## config.mk

```make
export PLATFORM = sky130hd
export DESIGN_NAME = ysyx_22041211_fetch_seq
export DESIGN_NICKNAME = d
export VERILOG_FILES = /design/src/rtl/ysyx_22041211_fetch_seq.sv
export SDC_FILE = /design/constraint.sdc
export NUM_CORES = 1
export LEC_CHECK = 0
export BUFFER_PORTS_ARGS = -buffer_cell sky130_fd_sc_hd__buf_4
export CAP_MARGIN = 20
export CORE_MARGIN = 2
export CORE_UTILIZATION = 46
export CTS_CLUSTER_SIZE = 28
export DETAILED_ROUTE_END_ITERATION = 8
export PLACE_DENSITY = 0.92
export SYNTH_ARGS = -nofsm -noshare
export SYNTH_HDL_FRONTEND = slang
export SYNTH_SLANG_ARGS = --single-unit
export TNS_END_PERCENT = 30
```

## constraint.sdc

```tcl
create_clock -name clk -period 2.8 [get_ports clk]
set_clock_uncertainty 0.05 [all_clocks]
set_input_delay 0.14 -clock clk [delete_from_list [all_inputs] [get_ports clk]]
set_output_delay 0.14 -clock clk [all_outputs]
set_load 0.1 [all_outputs]
```

## src/rtl/ysyx_22041211_fetch_seq.sv

```systemverilog
// Multi-cycle fetch sequencer that owns the architectural PC.
// It fetches one instruction, holds it until the EXU finishes, then commits the next PC.
module ysyx_22041211_fetch_seq #(
    parameter int                    ADDR_LEN = 32,
    parameter logic [ADDR_LEN-1:0]   RESET_PC = 32'h8000_0000,
    parameter int                    TIMEOUT  = 255,
    parameter int                    CNT_W    = 8
) (
    input  logic                clk,
    input  logic                rst,
    output logic [ADDR_LEN-1:0] ifu_araddr_o,
    output logic                ifu_arvalid_o,
    input  logic                ifu_arready_i,
    input  logic [31:0]         ifu_rdata_i,
    input  logic [1:0]          ifu_rresp_i,
    input  logic                ifu_rvalid_i,
    output logic                ifu_rready_o,
    output logic [31:0]         inst_o,
    output logic                inst_valid_o,
    input  logic                exu_done_i,
    input  logic                branch_request_i,
    input  logic                branch_flag_i,
    input  logic [ADDR_LEN-1:0] branch_target_i,
    input  logic                jmp_flag_i,
    input  logic [ADDR_LEN-1:0] jmp_target_i,
    input  logic                csr_jmp_i,
    input  logic [ADDR_LEN-1:0] csr_pc_i,
    input  logic                halt_i,
    output logic [ADDR_LEN-1:0] pc_o,
    output logic [ADDR_LEN-1:0] dnpc_o,
    output logic                retire_o,
    output logic                fetch_err_o,
    output logic                timeout_o
);

    typedef enum logic [2:0] {
        S_IDLE,
        S_AR,
        S_R,
        S_EX,
        S_HALT
    } state_t;

    state_t              state, nxt;
    logic [ADDR_LEN-1:0] pc_q;
    logic [CNT_W-1:0]    wdog, wdog_nxt;
    logic                expire;
    logic                rd_fire, rd_ok, done_fire, misalign;
    logic                ev_commit, ev_misal, ev_rerr, ev_timeout;

    // Redirect priority: taken branch, then jump, then CSR trap/return, else sequential.
    always_comb begin
        if (branch_request_i && branch_flag_i) dnpc_o = branch_target_i;
        else if (jmp_flag_i)                   dnpc_o = jmp_target_i;
        else if (csr_jmp_i)                    dnpc_o = csr_pc_i;
        else                                   dnpc_o = pc_q + ADDR_LEN'(4);
    end

    assign misalign  = |dnpc_o[1:0];
    assign wdog_nxt  = wdog + CNT_W'(1);
    assign expire    = (TIMEOUT != 0) && (wdog_nxt == CNT_W'(TIMEOUT));
    assign rd_fire   = (state == S_R) && ifu_rvalid_i;
    assign rd_ok     = rd_fire && (ifu_rresp_i == 2'b00);
    assign done_fire = (state == S_EX) && exu_done_i;

    assign ev_commit  = done_fire && !misalign;
    assign ev_misal   = done_fire && misalign;
    assign ev_rerr    = rd_fire && (ifu_rresp_i != 2'b00);
    // Data arriving on the expiry cycle takes precedence over the watchdog.
    assign ev_timeout = expire && ((state == S_AR) || ((state == S_R) && !ifu_rvalid_i));

    always_comb begin
        nxt = state;
        case (state)
            S_IDLE: nxt = S_AR;
            S_AR: begin
                if (ev_timeout)         nxt = S_HALT;
                else if (ifu_arready_i) nxt = S_R;
            end
            S_R: begin
                if (rd_ok)                   nxt = S_EX;
                else if (ev_rerr || ev_timeout) nxt = S_HALT;
            end
            S_EX: begin
                if (done_fire) nxt = (misalign || halt_i) ? S_HALT : S_AR;
            end
            S_HALT:  nxt = S_HALT;
            default: nxt = S_HALT;
        endcase
    end

    always_ff @(posedge clk or posedge rst) begin
        if (rst) begin
            state         <= S_IDLE;
            pc_q          <= RESET_PC;
            inst_o        <= 32'h0;
            wdog          <= '0;
            ifu_arvalid_o <= 1'b0;
            ifu_rready_o  <= 1'b0;
            inst_valid_o  <= 1'b0;
            retire_o      <= 1'b0;
            fetch_err_o   <= 1'b0;
            timeout_o     <= 1'b0;
        end else begin
            state         <= nxt;
            ifu_arvalid_o <= (nxt == S_AR);
            ifu_rready_o  <= (nxt == S_R);
            inst_valid_o  <= (nxt == S_EX);
            retire_o      <= ev_commit;
            fetch_err_o   <= ev_rerr || ev_misal;
            if (ev_timeout) timeout_o <= 1'b1;
            if (ev_commit)  pc_q      <= dnpc_o;
            if (rd_ok)      inst_o    <= ifu_rdata_i;
            // Watchdog spans the whole address+data phase of one fetch.
            if (nxt == S_AR && state != S_AR)     wdog <= '0;
            else if (state == S_AR || state == S_R) wdog <= wdog_nxt;
        end
    end

    assign pc_o         = pc_q;
    assign ifu_araddr_o = pc_q;

endmodule

```

==> impl_results.md <==
- Mapped Nets: slightly below 700
- Initial antenna violation count: 0
- RePlAce Congestion: about 0.94
- Register bit total from synthesis: 81
- Min Tclk post-route: 2780 ps
- Count of final hold-check violations: 0
- Fill count: 709
- # rows: 38
- Die Height: around 110 µm
- Register Area: ~2100 µm²
- Worst reg-to-reg setup slack: roughly 480 ps
- Synth Area per Inst: 9.384 µm²
- Initial core utilization: 46.95%
- Async SR Flop Fraction: 100.0%
- Total track usage: between 30% and 40%
- Worst EP required: 2610 ps
- FMAX: approximately 0.36 GHz
- DRC: 0
- Vias in the first global route: 5755
- Setup CP Type: flop to output port
- First-pass GRT wire length: ~30000 µm
- ANT nets after route: 0
- Ports: 274
- Yosys top cell area share: about 40%
- Routed len/inst: between 20 and 25 µm
- Fin. max-slew vios: 0
- Clock sink total: 81
- Die span in x: about 110 µm
- Share of layout cells above drive strength 1: a little over half
- Pwr dens: between 800 and 900 nW/µm²
- Clock Root Buffer: clkbuf_8
- Fin area: 8087 µm²
- Startpoint Class: flop
- Slew headroom: around 45%
- Htree depth: 3
- Count leader, synth: dfrtp_1
- Pwr Total: 6.549 mW
- Commonest cells post-synth: 80 x dfrtp_1, 54 x mux2_2, 50 x nand2_1
- Ys flop type: dfrtp_1
- Via count: between 5000 and 6000
- Latest clock arrival within the worst-skew pair: 370 ps
- Core box area: between 10000 and 15000 µm²
- CTS buffer count: 9
- Die ar.: approximately 12000 µm²
- Syn Inst Count: 540
- Vias/cell: about 5.8
- Biggest area consumer among synthesized cells: dfrtp_1
- Worst Path Arrival: about 2600 ps
- Area delta synth->final: 59.58%
- Critical Path End Type: output port
- MaxCap Viol Count: 0
- Synth warn: 0
- Largest net degree at the start of global routing: 44
- DP Wirelength: 13840 µm
- Unrepaired setup endpoints after global routing: yes
- Seq/Total Area, Yosys: between 40% and 50%
- Multi-input logic area: between 2000 and 3000 µm²
- Clock buffer depth: 2
- Worst-Margin Slew: between 800 and 900 ps
- Leak pwr: about 4 nW
- Hold WC Path Type: input port to flop
- Fin crit share: about 99%
- Mapped cell area: approximately 5100 µm²
- Clock tree from TritonCTS: yes
- Antenna Cells: 0
- Placed Area: between 7000 and 8000 µm²
- CP max FO: 6
- Grt total ovfl: 0
- First-pass DRT Iterations: 5
- Distinct cells, synth: 63
- Status: completed
- Top post-synthesis cells by area: dfrtp_1 40%, mux2_2 12%, buf_4 4.7%
- Drt total wl: ~20000 µm
- 1st-iter DRT viols: roughly 500
- Final #Nets: roughly 970
- Post-synth EDFFs: 0
- Peak supply drop: slightly below 0.7 mV
- Final setup fails: 0
- Clk slew on worst S/H paths: 90 ps
- Port buffer count: about 270
[path summary, 6_finish.rpt]
path                                              startpoint                            to  depth (start not counted)
worst max-delay path            ifu_araddr_o[22]$_DFFE_PP0P_                    dnpc_o[31]                          6
worst min-delay path                     branch_target_i[26]  ifu_araddr_o[26]$_DFFE_PP0P_                          3
worst max register to register   ifu_araddr_o[0]$_DFFE_PP0P_           wdog[6]$_DFFE_PP0P_                          6
worst min register to register         timeout_o$_DFFE_PP0P_         timeout_o$_DFFE_PP0P_                          1
max in group asynchronous                                rst  ifu_araddr_o[11]$_DFFE_PP0P_                          4
min in group asynchronous                                rst         timeout_o$_DFFE_PP0P_                          3
[metal layers]
layer | GRT usage [%] | up-vias | wire (µm)
met3 | 10.04 | 78 | 2042
met5 | 0 | - | 0
met2 | 57.85 | 319 | 10050
li1 | - | 2493 | -
met4 | 18.50 | 0 | 953
met1 | 38.40 | 2679 | 7123
[power breakdown]
part           internal (mW)  switching, mW  leakage [nW]
clock network          0.367          0.500        0.0973
logic                  0.963           3.06          2.73
registers               1.41          0.251          1.06
[state kept, by name, summed over array words and instances, names as in the netlist]
| signal | flops |
|---|---|
| state | 3 |
| wdog | 8 |
| ifu_araddr_o | 32 |
| inst_o | 32 |
| ifu_rready_o | 1 |
| retire_o | 1 |
| ifu_arvalid_o | 1 |
| timeout_o | 1 |
| inst_valid_o | 1 |
| fetch_err_o | 1 |
[final cells by class]
class                           count  area share (%)
Clock buffer                       10           1.702
Clock inverter                      6          0.6963
Inverter                            7          0.3404
Multi-Input combinational cell    390           36.96
Sequential cell                    81           25.50
Tap cell                          140           2.166
Timing Repair Buffer              333           32.63
[per-stage QoR]
stage | instances | utilization (%) | setup slack [ps] | hold WS [ps] | setup TNS [ps]
after floorplan | 540 | - | -411.3 | 240.6 | -2674
after global placement | 907 | 68.43 | 232.3 | 219.9 | 0
after detailed placement | 907 | 68.43 | 78.24 | 240.8 | 0
after CTS | 967 | 74.46 | 13.13 | 8.435 | 0
after global routing | 967 | 74.92 | -37.90 | 39.31 | -60.82
final | 967 | 74.92 | 19.60 | 47.20 | 0
[cell families (layout without fill, tap and decap cells)]
kind of cell | after synthesis | count (layout) | synth area share [%]
compound gates | 116 | 116 | 14.91
xor+xnor | 27 | 27 | 4.667
fa+ha+maj | 3 | 3 | 0.7408
buf+inv | 69 | 356 | 7.704
flops | 81 | 81 | 40.02
mux | 59 | 59 | 12.99
simple gates | 185 | 185 | 18.96
[timing repair]
action | 4_1_cts | 5_1_grt
endpoints found under the setup margin | 5 | 7
resized for setup | 11 | 11
hold buffers | 33 | 0
hold endpoints to repair | 69 | 0
buffers inserted | 11 | 0
pin swaps | 1 | 0
[worst max-delay path, stage by stage, from the launching register on]
cell,delay (ps)
dfrtp_2,420
and4_4,260
nand2_4,80
or4_4,520
or4_4,550
a31oi_4,200
buf_12,200
[placed cells by master (no fill, tap or decap), types with 6 or more instances in the layout]
cell type | netlist | routed
xnor2_1 | 18 | 18
xor2_1 | 9 | 9
nand2_1 | 50 | 49
clkbuf_8 | 0 | 10
dfrtp_1 | 80 | 53
inv_1 | 7 | 6
nor2_1 | 46 | 42
and3_1 | 11 | 9
dfrtp_2 | 0 | 27
dlygate4sd3_1 | 0 | 33
a21oi_4 | 0 | 7
mux2_2 | 54 | 51
a221oi_1 | 12 | 9
nand2b_1 | 8 | 8
nand3_1 | 15 | 15
o22ai_1 | 13 | 10
buf_4 | 32 | 293
a21oi_1 | 31 | 21
o21ai_0 | 24 | 19
Power figures use the tool's default switching activity.
